**config.mk**
```make
export PLATFORM = sky130hd
export DESIGN_NAME = ccff_chain_loader
export DESIGN_NICKNAME = d
export VERILOG_FILES = /design/src/rtl/ccff_chain_loader.sv
export SDC_FILE = /design/constraint.sdc
export NUM_CORES = 1
export LEC_CHECK = 0
export CAP_MARGIN = 25
export CORE_MARGIN = 5
export CORE_UTILIZATION = 59
export DETAILED_ROUTE_END_ITERATION = 10
export PLACE_DENSITY = 0.84
export SLEW_MARGIN = 20
export SYNTH_ARGS = -nofsm -noshare
export SYNTH_HDL_FRONTEND = slang
export SYNTH_SLANG_ARGS = --single-unit
```
**constraint.sdc**
```tcl
create_clock -name prog_clk -period 4.38 [get_ports prog_clk]
set_input_delay 0.876 -clock prog_clk [delete_from_list [all_inputs] [get_ports prog_clk]]
set_output_delay 0.876 -clock prog_clk [all_outputs]
set_load 0.05 [all_outputs]
```
**src/rtl/ccff_chain_loader.sv**
```systemverilog
// Streams a word-serial bitstream into a ccff configuration chain (MSB first).
// Optionally recirculates the chain once afterwards to compare parity.
module ccff_chain_loader #(
    parameter int CHAIN_LEN = 10,
    parameter int DW        = 8,
    parameter int CHECK     = 1
) (
    input  logic          prog_clk,
    input  logic          prog_rst_n,
    input  logic          start,
    input  logic [DW-1:0] din,
    input  logic          din_valid,
    output logic          din_ready,
    output logic          ccff_head,
    output logic          ccff_shift_en,
    input  logic          ccff_tail,
    output logic          busy,
    output logic          done,
    output logic          err
);

    localparam int CW = $clog2(CHAIN_LEN + 1);
    localparam int BW = $clog2(DW + 1);

    typedef enum logic [1:0] {S_IDLE, S_LOAD, S_CHECK, S_DONE} state_t;

    state_t          r_state, w_next;
    logic [DW-1:0]   r_word;
    logic [BW-1:0]   r_bits;
    logic [CW-1:0]   r_cnt;
    logic            r_lpar, r_cpar, r_err;
    logic            w_start, w_last, w_xfer;

    // r_cnt counts up through LOAD and back down through CHECK, so it never wraps.
    always_comb begin
        w_next        = r_state;
        w_start       = 1'b0;
        w_last        = 1'b0;
        din_ready     = 1'b0;
        ccff_head     = 1'b0;
        ccff_shift_en = 1'b0;
        case (r_state)
            S_IDLE, S_DONE: begin
                if (start) begin
                    w_start = 1'b1;
                    w_next  = S_LOAD;
                end
            end
            S_LOAD: begin
                w_last        = (r_cnt == CW'(CHAIN_LEN - 1));
                ccff_shift_en = (r_bits != '0);
                ccff_head     = ccff_shift_en & r_word[DW-1];
                // No refill on the final chain bit: that word would only be dropped.
                din_ready     = (r_bits == '0) || ((r_bits == BW'(1)) && !w_last);
                if (ccff_shift_en && w_last)
                    w_next = (CHECK != 0) ? S_CHECK : S_DONE;
            end
            S_CHECK: begin
                w_last        = (r_cnt == CW'(1));
                ccff_shift_en = 1'b1;
                ccff_head     = ccff_tail;
                if (w_last)
                    w_next = S_DONE;
            end
            default: ;
        endcase
    end

    assign w_xfer = din_valid & din_ready;
    assign busy   = (r_state == S_LOAD) || (r_state == S_CHECK);
    assign done   = (r_state == S_DONE);
    assign err    = r_err;

    always_ff @(posedge prog_clk or negedge prog_rst_n) begin
        if (!prog_rst_n) r_state <= S_IDLE;
        else             r_state <= w_next;
    end

    always_ff @(posedge prog_clk or negedge prog_rst_n) begin
        if (!prog_rst_n) begin
            r_word <= '0;
            r_bits <= '0;
            r_cnt  <= '0;
            r_lpar <= 1'b0;
            r_cpar <= 1'b0;
            r_err  <= 1'b0;
        end else if (w_start) begin
            r_bits <= '0;
            r_cnt  <= '0;
            r_lpar <= 1'b0;
            r_cpar <= 1'b0;
            r_err  <= 1'b0;
        end else if (r_state == S_LOAD) begin
            if (ccff_shift_en) begin
                r_lpar <= r_lpar ^ ccff_head;
                r_cnt  <= r_cnt + CW'(1);
            end
            if (ccff_shift_en && w_last) begin
                r_bits <= '0;
            end else if (w_xfer) begin
                r_word <= din;
                r_bits <= BW'(DW);
            end else if (ccff_shift_en) begin
                r_word <= r_word << 1;
                r_bits <= r_bits - BW'(1);
            end
        end else if (r_state == S_CHECK) begin
            r_cpar <= r_cpar ^ ccff_tail;
            r_cnt  <= r_cnt - CW'(1);
            if (w_last)
                r_err <= r_lpar ^ r_cpar ^ ccff_tail;
        end
    end

endmodule

```
==> impl_results.md, run 1 <==
* RD Place Congestion at 0.880
* Initial core utilization at 60.2%
* Fin cells at 190
* Placed insts at 185
* Synthesized area per cell at 10.2 um2
* Overflow after GRT at 0
* Yosys warnings at 0
* Pwr Density at 720 nW/um2
* Startpoint Class: flip-flop
* Hold Fails Final Rpt at 0
* Setup bufs post-CTS at 0
* DPL Wire Length at 2180 um
* Max Slew Vio Count at 0
* Top post-synthesis cells by area: dfrtp_1 (36%), ha_1 (7.7%), mux2_2 (6.2%)
* First drt pass iteration count at 4
* Full die area at 3580 um2
* Largest net degree at the start of global routing at 22
* Crit. End Element: primary output
* First-pass GRT wire length at 5180 um
* Proportion of layout cells with a drive suffix above 1 at 15.6%
* Worst-path maximum fanout at 14
* Core area at 2430 um2
* Chip height at 59.8 um
* VDD IR max at 0.000473 V
* Final clock skew at 0.00258 ns
* Reg2Reg Depth at 6
* FP Rows at 18
* Slew HR at 63.3%
* Post-DRT Antenna Nets at 0
* Tmin final at 3.60 ns
* Least-Margin Pin Slew at 0.551 ns
* Post-Route WL at 2990 um
* Vias/cell at 6.07
* TritonCTS clock tree: built
* Residual DRC count at 0
* Pre-CTS WS at 1.05 ns
* Run status: finished, final reports clean
* Io pins at 19
* Worst setup path end: din_ready
* Arrival @ worst endpoint at 2.73 ns
* Worst skew pair latency at 0.30 ns
* Number of port buffers at 18
* P&R area growth vs syn at 14.4%
* Library cells used by synthesis at 52
* Final worst slack at 0.777 ns
* Worst R2R Setup Slack at 1.63 ns
* Iteration-0 DRC Markers at 39
* Routed WL per cell at 15.8 um
* Reg-to-reg endpoint: r_word[2]
* Post-Syn Area at 1460 um2
* CP startpoint: r_state[1]
* FILL cells at 198
* Sum Neg Setup Slack at 0 ns
* Yosys reg bits at 21
* Initial antenna violation count at 0
* Reg area at 526 um2
* Worst-path clk slew at 0.11 ns
* Final Setup Violations at 0
* Share of the synthesized area in the top cell type at 35.9%
* Worst R2R Start: r_state[0]
* Post-layout nets at 183
* Asr flop ratio synth at 100%
* Req. time, crit path at 3.50 ns
* Crit share post-route at 82.3%
* Mapped Cells at 144
* Multi-input logic area at 853 um2
* N_diodes at 0
* Sequential fraction of the synthesis area at 35.9%
* Leading area contributor after synthesis: dfrtp_1
* Vias in the first global route at 1135
* H-Tree Depth at 1
* Static Leak at 0.750 nW
* Max-cap viol count at 0
* Root Buffer Master: clkbuf_4
* Hold Path Class: flip-flop to flip-flop
* Routed via count at 1154
* Die width at 59.8 um
* Peak Freq at 0.278 GHz
* Hold_buf cts at 0
* Clock sinks at 21
* RSZ-0062 raised after global routing: no
* Syn_nets at 166
* Max Buffers Root-to-Sink at 2
* Tot GR Track Use at 19.0%
* Post-synth EDFFs at 0
* Ys flop type: dfrtp_1
* Inserted Clock Buffers at 3
* Post-CTS sizing at 0
* Setup CP Type: flip-flop to primary output
power by group:
part | internal [mW] | switching, mW | leakage [nW] | total (mW)
logic | 0.315 | 0.454 | 0.464 | 0.769
registers | 0.272 | 0.0721 | 0.271 | 0.344
clock network | 0.0355 | 0.0576 | 0.0150 | 0.0931
cell type report:
class	count	area share [%]
multi-input cells	106	50.9
flip-flops and latches	21	31.4
clock buffers	4	1.57
well taps	30	2.24
repair buffers	20	11.9
inverters	9	2.02
logic make-up (layout without fill, tap and decap cells):
group,after synthesis,count (layout),share of synthesized area [%]
buf+inv,17,33,5.81
fa+ha+maj,9,9,7.69
xor+xnor,4,4,2.39
mux,9,9,6.84
compound gates,41,41,22.7
flops,21,21,35.9
simple gates,43,43,18.6
registers in the layout, indices dropped and copies added (netlist names):
signal   count
r_word       8
err          1
r_bits       4
r_cpar       1
r_lpar       1
r_cnt        4
r_state      2
routing by layer:
| layer | up-vias | global-route usage [%] | share of wire [%] |
|---|---|---|---|
| met5 | - | 0 | 0 |
| met4 | 0 | 5.70 | 1.1 |
| met3 | 5 | 2.59 | 4.2 |
| met2 | 21 | 32.7 | 50 |
| met1 | 556 | 24.5 | 45 |
| li1 | 572 | - | - |
cells in the mapped netlist, types with 4 or more instances:
| cell type | n |
|---|---|
| a21oi_1 | 9 |
| a22o_1 | 7 |
| and3_1 | 4 |
| and3_2 | 5 |
| clkbuf_1 | 4 |
| dfrtp_1 | 21 |
| ha_1 | 9 |
| inv_1 | 9 |
| mux2_2 | 8 |
| nand2_1 | 6 |
| nor2_1 | 5 |
| o21ai_0 | 5 |
cells in the final DEF, fill, tap and decap left out, types with 4 or more instances in the layout:
cell             synthesis  layout
and3_1                   4       4
dfrtp_1                 21      21
and3_2                   5       5
nand2_1                  6       6
inv_1                    9       9
a22o_1                   7       7
nor2_1                   5       5
o21ai_0                  5       5
clkdlybuf4s50_1          0      18
mux2_2                   8       8
a21oi_1                  9       9
ha_1                     9       9
critical path: stages (launching register included):
cell and delay [ns]:
dfrtp_1 0.43, inv_1 0.09, ha_1 0.44, nor3b_1 0.46, o211a_1 0.21, clkdlybuf4s50_1 0.79
worst min path at each step:
stage | cells past startpoint | to | from | slack [ns]
after floorplan | 1 | r_word[0] | r_word[0] | 0.46
after global placement | 1 | r_word[0] | r_word[0] | 0.48
after detailed placement | 1 | r_word[0] | r_word[0] | 0.48
after CTS | 1 | r_word[0] | r_word[0] | 0.51
after global routing | 1 | r_word[1] | r_word[1] | 0.53
final | 1 | r_word[1] | r_word[1] | 0.51
through the flow:
step           utilization, %  hold slack (ns)  instance area [um2]  total power, mW
2_1_floorplan               -            0.457                 1460            0.957
3_3_place_gp             67.3            0.477                 1640             1.09
3_5_place_dp             67.3            0.476                 1640             1.11
4_1_cts                  68.4            0.514                 1660             1.21
5_1_grt                  68.9            0.528                 1680             1.30
6_report                 68.9            0.511                 1680             1.21
Power figures use the tool's default switching activity.
==> run 2, diff against run 1 <==
Settings changed: CORE_UTILIZATION 59 to 54, PLACE_DENSITY 0.84 to 0.78.
Clock period 4.38 ns to 3.4 ns, I/O delays scaled along.
==> impl_results.md, run 2 (synthesis results as in run 1) <==
* Clock sinks at 21 (unchanged)
* FP Rows at 18 (unchanged)
* Die width at 62.1 um (was 59.8 um)
* Full die area at 3850 um2 (was 3580 um2)
* Final Setup Violations at 0 (unchanged)
* Max Slew Vio Count at 0 (unchanged)
* Commonest non-fill, non-tap cell in the layout: dfrtp_1 (unchanged)
* Tot GR Track Use at 18.8% (was 19.0%)
* Root Buffer Master: clkbuf_4 (unchanged)
* Static Leak at 0.773 nW (was 0.750 nW)
* P&R area growth vs syn at 15.4% (was 14.4%)
* H-Tree Depth at 1 (unchanged)
* Chip height at 62.1 um (was 59.8 um)
* Routed via count at 1173 (was 1154)
* Tmin final at 3.25 ns
* Crit. End Element: primary output (unchanged)
* Req. time, crit path at 2.72 ns (was 3.50 ns)
* Io pins at 19 (unchanged)
* Buf+Inv Stages, Crit Path at 2 (unchanged)
* Arrival @ worst endpoint at 2.57 ns (was 2.73 ns)
* VDD IR max at 0.000660 V (was 0.000473 V)
* Slowest stage delay, CP at 0.80 ns (was 0.79 ns)
* Worst-path maximum fanout at 14 (unchanged)
* Final clock skew at 0.000806 ns (was 0.00258 ns)
* Overflow after GRT at 0 (unchanged)
* DPL Wire Length at 2330 um (was 2180 um)
* Worst-path clk slew at 0.12 ns (was 0.11 ns)
* Residual DRC count at 0 (unchanged)
* First-pass GRT wire length at 5440 um (was 5180 um)
* First drt pass iteration count at 4 (unchanged)
* Max Buffers Root-to-Sink at 2 (unchanged)
* Routed WL per cell at 16.8 um (was 15.8 um)
* Initial core utilization at 57.5% (was 60.2%)
* RD Place Congestion at 0.856 (was 0.880)
* Peak Freq at 0.308 GHz
* Setup CP Type: flip-flop to primary output (unchanged)
* Post-layout util at 66.4% (was 68.9%)
* Inserted Clock Buffers at 3 (unchanged)
* Register bank with the most flops: r_word (unchanged)
* Number of port buffers at 18 (unchanged)
* Core area at 2540 um2 (was 2430 um2)
* N_diodes at 0 (unchanged)
* Startpoint Class: flip-flop (unchanged)
* Hold Path Class: flip-flop to flip-flop (unchanged)
* Least-Margin Pin Slew at 0.590 ns (was 0.551 ns)
* RSZ-0062 raised after global routing: no (unchanged)
* Proportion of layout cells with a drive suffix above 1 at 17.4% (was 15.6%)
* Tot Pwr at 1.59 mW (was 1.21 mW)
* Setup bufs post-CTS at 0 (unchanged)
* Slew HR at 60.7% (was 63.3%)
* Max reg flops at 8 (unchanged)
* Worst skew pair latency at 0.30 ns (about the same)
* Vias in the first global route at 1130 (was 1135)
* Iteration-0 DRC Markers at 47 (was 39)
* Hold Fails Final Rpt at 0 (unchanged)
* Critical path, cell by cell: inv_1 > ha_2 > nor3b_1 > o211a_1 > clkdlybuf4s50_1 (was inv_1 > ha_1 > nor3b_1 > o211a_1 > clkdlybuf4s50_1)
* Top delay family on crit path: buffers and inverters (unchanged)
* Most frequent cells in the layout: dfrtp_1 (21), clkdlybuf4s50_1 (17), inv_1 (9), a21oi_1 (9) (was dfrtp_1 (21), clkdlybuf4s50_1 (18), inv_1 (9), a21oi_1 (9), ha_1 (9))
* Vias/cell at 6.14 (was 6.07)
* Post-Route WL at 3220 um (was 2990 um)
* Slowest cell on crit path: clkdlybuf4s50_1 (unchanged)
* TritonCTS clock tree: built (unchanged)
* Initial antenna violation count at 0 (unchanged)
* Run status: finished, final reports clean (unchanged)
* Sum Neg Setup Slack at 0 ns (unchanged)
* Max-cap viol count at 0 (unchanged)
* Pwr Density at 939 nW/um2 (was 720 nW/um2)
* Top flop regs: r_word (8), r_bits (4), r_cnt (4) (unchanged)
* Crit share post-route at 95.5%
* Hold_buf cts at 0 (unchanged)
* Post-CTS sizing at 0 (unchanged)
* Post-DRT Antenna Nets at 0 (unchanged)
* Largest net degree at the start of global routing at 22 (unchanged)
* Post-layout nets at 184 (was 183)
-- run 2: final cells by class --
| class | instances | area [um2] |
|---|---|---|
| clock buffer | 3 | 22.5 |
| clock inverter | 1 | 5.00 |
| fill | 208 | 856 |
| inverter | 9 | 33.8 |
| multi-input combinational | 106 | 856 |
| sequential | 21 | 526 |
| tap | 30 | 37.5 |
| timing repair buffer | 21 | 209 |
-- run 2: worst register-to-register path, delay by kind of cell (launching register included) --
family	cells	cell delay (ns)
and+or+nand+nor	2	1.17
adders and majority gates	1	0.32
AOI/OAI and AO/OA	2	0.53
buffers and inverters	1	0.08
DFF	1	0.42
-- run 2: path summary, 6_finish.rpt --
kind,start,end,slack (ns),depth (start not counted)
max,r_state[1],din_ready,0.15,5
min,r_word[0],r_word[0],0.51,1
min in group asynchronous,prog_rst_n,r_cpar,0.73,1
min reg2reg,r_word[0],r_word[0],0.51,1
max reg2reg,r_state[0],r_word[2],0.82,6
max in group asynchronous,prog_rst_n,r_bits[1],2.17,2
-- run 2: per-layer routing --
metal,wire length [um],GRT usage [%],part of all wire [%],vias to the layer above
met1,1570,26.7,49,578
met4,10,3.03,0.31,0
met2,1560,30.6,49,18
met5,0,0,0,-
li1,-,-,-,575
met3,76,2.89,2.4,2
-- run 2: per-stage QoR --
stage                     worst slack (ns)  instances  hold WS (ns)  cell area, um2
final                                0.153        191         0.505            1690
after global routing                0.0180        191         0.532            1690
after CTS                           0.0292        190         0.506            1670
after detailed placement             0.380        186         0.477            1650
after global placement               0.442        186         0.475            1650
after floorplan                      0.971        144         0.384            1460
-- run 2: report_power, final --
group	total (mW)	internal [mW]	leakage [nW]	switching (mW)
clock	0.121	0.0437	0.0177	0.0777
sequential	0.445	0.350	0.271	0.0952
combinational	1.02	0.416	0.485	0.604
==> patch 1, RTL diff (settings of run 2) <==
Make the reset (`prog_rst_n`) synchronous in 2 clocked blocks.
--- a/src/rtl/ccff_chain_loader.sv
+++ b/src/rtl/ccff_chain_loader.sv
@@ -71,12 +71,12 @@
     assign done   = (r_state == S_DONE);
     assign err    = r_err;
 
-    always_ff @(posedge prog_clk or negedge prog_rst_n) begin
+    always_ff @(posedge prog_clk) begin
         if (!prog_rst_n) r_state <= S_IDLE;
         else             r_state <= w_next;
     end
 
-    always_ff @(posedge prog_clk or negedge prog_rst_n) begin
+    always_ff @(posedge prog_clk) begin
         if (!prog_rst_n) begin
             r_word <= '0;
             r_bits <= '0;
Behaviour: differs if prog_rst_n is asserted again (counterexample within 4 cycles, from zero or initial values and one cycle with prog_rst_n low); with prog_rst_n held inactive, the same outputs for 10 cycles.
==> patch 1 against run 2 <==
  * Total power fell by 32%
  * Setup slack better by 0.089 ns
  * Final area is 8.4% lower
  * Synthesized area down 8.9%
  * Worst hold slack lost 0.020 ns
  * Largest power group unchanged
  * Wire length fell by 19%
  * Sequential cell count unchanged
  * Register-to-register slack gained 0.11 ns
==> patch 1: results (changes against run 2) <==
metric,value,unit,change
Setup WS pre-CTS,0.4567,ns,+0.07629 ns
period utilisation layout,0.9288,,-0.02618
crit path DAT,2.48,ns,-0.09 ns
hold endpoint,r_word[0],,
mux cell area share after synthesis,0.08255,,+0.01418
Largest regs,"r_word (8), r_bits (4), r_cnt (4)",,
synth cell count leaders,"21 x dfxtp_1, 21 x nor2_1, 11 x mux2i_1",,
worst hold start,r_word[0],,
fill count,206,,-0.96%
gr usage total,0.1704,,-0.01742
R2R setup slack,0.93,ns,+0.11 ns
status,finished clean,,
r2r endpoint,r_word[4],,
hpwl dp,1975,um,-15%
Main synth FF type,dfxtp_1,,
Final Net Count,187,,+1.6%
final wirelength,2591,um,-19%
layout cells sized above 1,0.1104,,-0.06348
initial drt markers,22,,-53%
global routing usage on met1,0.2299,,-0.03741
first-pass GRT wire length,4816,um,-12%
worst r2r src,r_state[0],,
XOR/XNOR share of the synthesized area,0.05253,,+0.02860
met2 Use GR,0.2731,,-0.03306
Synth Area in Adders,0.09381,,+0.01689
library cells used by synthesis,39,,-25%
largest cells by area after synthesis,"dfxtp_1 32%, ha_1 9.4%, mux2i_1 8.3%",,
crit-path max FO,16,,+2
"Net Count, Synth",168,,+1.2%
Leakage Power,0.5271,nW,-32%
compound-cell area share of the yosys netlist,0.1717,,-0.05568
CP max stage delay,0.85,ns,+0.05 ns
Worst IR Drop VDD,0.6309,mV,-4.5%
Setup Buffers After CTS,0,,unchanged
max_slew headroom,0.5692,,-0.03763
met3 GRT Util,0.02376,,-0.005168
post-cts gate resize count,0,,unchanged
largest net degree at the start of global routing,17,,-23%
sequential share of the synthesized area,0.3152,,-0.04378
asr flop ratio synth,0,,-1.000
clk slew on worst S/H paths,0.11,ns,
Fin Hold WS,0.4854,ns,-0.01975 ns
via count,1056,,-10%
Hold Crit Depth,2,,+1
Setup crit end,din_ready,,
final clock skew,0.006320,ns,+0.005515 ns
GPL Wtd Cong,0.7535,,-12%
slowest CP cell,clkdlybuf4s50_1,,
patch 1: worst min-delay path, delay by kind of cell (launching register included):
family          cells  cell delay [ns]
simple gates        1             0.06
flops               1             0.33
compound gates      1             0.06
patch 1: cell type report:
type,count,area [um2],area share
repair buffers,19,187.7,0.1214
clock buffers,4,26.28,0.01699
inverters,9,33.78,0.02184
multi-input cells,110,840.8,0.5437
flip-flops and latches,21,420.4,0.2718
well taps,30,37.54,0.02427
patch 1: per-layer routing:
layer	vias to the layer above	routed length, um
met3	4	67
met1	480	1313
li1	552	-
met5	-	0
met4	0	37
met2	20	1172
patch 1: metrics by stage:
stage                power, W  cell area (um2)  instances
global route         0.001162             1546        193
finish               0.001075             1546        193
global placement    0.0009350             1520        189
detailed placement  0.0009550             1520        189
floorplan           0.0008490             1334        145
CTS                  0.001078             1546        193
patch 1: power breakdown:
part           internal, W  switching, W
Combinational     0.000247      0.000350
Clock            0.0000458     0.0000749
Sequential        0.000303     0.0000544
Total             0.000595      0.000480
==> patch 2, RTL diff (settings of run 2) <==
Without the edit above. The parameter `CHAIN_LEN` goes from 10 to 12.
--- a/src/rtl/ccff_chain_loader.sv
+++ b/src/rtl/ccff_chain_loader.sv
@@ -1,7 +1,7 @@
 // Streams a word-serial bitstream into a ccff configuration chain (MSB first).
 // Optionally recirculates the chain once afterwards to compare parity.
 module ccff_chain_loader #(
-    parameter int CHAIN_LEN = 10,
+    parameter int CHAIN_LEN = 12,
     parameter int DW        = 8,
     parameter int CHECK     = 1
 ) (
Function: no difference found for any inputs over 10 cycles, from zero or initial values and one cycle with prog_rst_n low; that may be too few to reach the edited logic, so the function may still have changed.
==> patch 2 against run 2 <==
  * Synthesized area up 0.17%
  * Setup slack better by 0.076 ns
  * Wire length up 6.0%
  * Non-clock buffer count up 2
  * Total power up 1.2%
  * Final area up 1.1%
  * Largest cell class unchanged
  * Via count up 15%
  * Sequential cell count unchanged
  * Highest routed layer unchanged
==> patch 2: results (changes against run 2) <==
metric,value,unit,change
status,finished clean,,
final wirelength,3410,um,+6.0%
worst hold start,r_word[0],,
routed vias/inst,6.524,,+6.2%
crit path DAT,2.49,ns,-0.08 ns
met3 GRT Util,0.04317,,+0.01424
gr usage total,0.1742,,-0.01368
largest cells by area after synthesis,"dfrtp_1 36%, ha_1 7.7%, nand3_1 4.4%",,
Hold Crit Depth,1,,unchanged
Worst IR Drop VDD,0.7080,mV,+7.2%
R2R setup slack,1.09,ns,+0.27 ns
hpwl dp,2510,um,+7.6%
Root Buffer,clkbuf_4,,
global routing usage on met1,0.2317,,-0.03554
initial drt markers,114,,+140%
crit-path max FO,10,,-4
Clock Latency Late Sink,0.31,ns,
first-pass GRT wire length,5651,um,+3.8%
ANT cells,0,,unchanged
H-tree levels,1,,unchanged
synth warn,0,,unchanged
Crit Path Class,register to output pin,,
"non-filler cells, final",206,,+7.9%
hold endpoint,r_word[0],,
library cells used by synthesis,50,,-3.8%
Inst Count DP,201,,+8.1%
vias in the first global route,1240,,+9.7%
GPL Wtd Cong,0.8989,,+5.0%
Placed Area,1665,um2,+1.2%
final clock skew,0.005958,ns,+0.005152 ns
synth cell count leaders,"21 x dfrtp_1, 13 x nand3_1, 10 x o21ai_0",,
max_slew headroom,0.5781,,-0.02872
Syn Inst Count,158,,+9.7%
CP max stage delay,0.84,ns,+0.04 ns
layout cells sized above 1,0.09091,,-0.08300
r2r endpoint,r_word[6],,
sequential share of the synthesized area,0.3584,,-0.0006126
asr flop ratio synth,1.000,,unchanged
worst r2r src,r_bits[1],,
met2 Use GR,0.2707,,-0.03549
"Net Count, Synth",180,,+8.4%
Leakage Power,0.7561,nW,-2.2%
post-cts gate resize count,0,,unchanged
Pre-antenna DRT Iters,5,,+1
## patch 2: stage by stage
step           hold WS, ns  utilization  setup WS [ns]
3_5_place_dp        0.4851       0.6544         0.4412
5_1_grt             0.5404       0.6711        0.07233
4_1_cts             0.5141       0.6647        0.08923
6_report            0.5099       0.6711         0.2293
3_3_place_gp        0.4834       0.6544         0.4797
2_1_floorplan       0.3844            -         0.5392
## patch 2: kinds of logic (layout without fill, tap and decap cells)
kind of cell | Yosys count | count (layout) | synth area share
xor gates and xnor gates | 3 | 3 | 0.01792
muxes | 1 | 1 | 0.006826
and+or+nand+nor | 60 | 60 | 0.2449
DFF | 21 | 21 | 0.3584
buffers and inverters | 18 | 36 | 0.05631
adders and majority gates | 9 | 9 | 0.07679
AOI/OAI and AO/OA | 46 | 46 | 0.2389
## patch 2: area by class of cell
cell class / instances / area, um2
Clock buffer: 4 / 26.28
Fill cell: 210 / 837.1
Inverter: 9 / 33.78
Multi-Input combinational cell: 119 / 858.3
Sequential cell: 21 / 525.5
Tap cell: 30 / 37.54
Timing Repair Buffer: 23 / 226.5
## patch 2: how the worst max path moves through the flow
stage	endpoint	slack, ns	depth (start not counted)
2_1_floorplan	din_ready	0.54	6
3_3_place_gp	ccff_shift_en	0.48	5
3_5_place_dp	ccff_head	0.44	6
4_1_cts	ccff_head	0.09	6
5_1_grt	din_ready	0.07	6
6_report	din_ready	0.23	7
## patch 2: per-layer routing
metal | part of all wire | wire [um] | vias up
met1 | 0.44 | 1491 | 644
met4 | 0.016 | 53 | 0
met2 | 0.47 | 1595 | 64
met3 | 0.079 | 269 | 9
li1 | - | - | 627
met5 | 0 | 0 | -
## patch 2: where the power goes
group / switching (W) / internal, W
sequential: 0.000101 / 0.000351
clock: 0.0000770 / 0.0000458
combinational: 0.000616 / 0.000416
total: 0.000794 / 0.000812
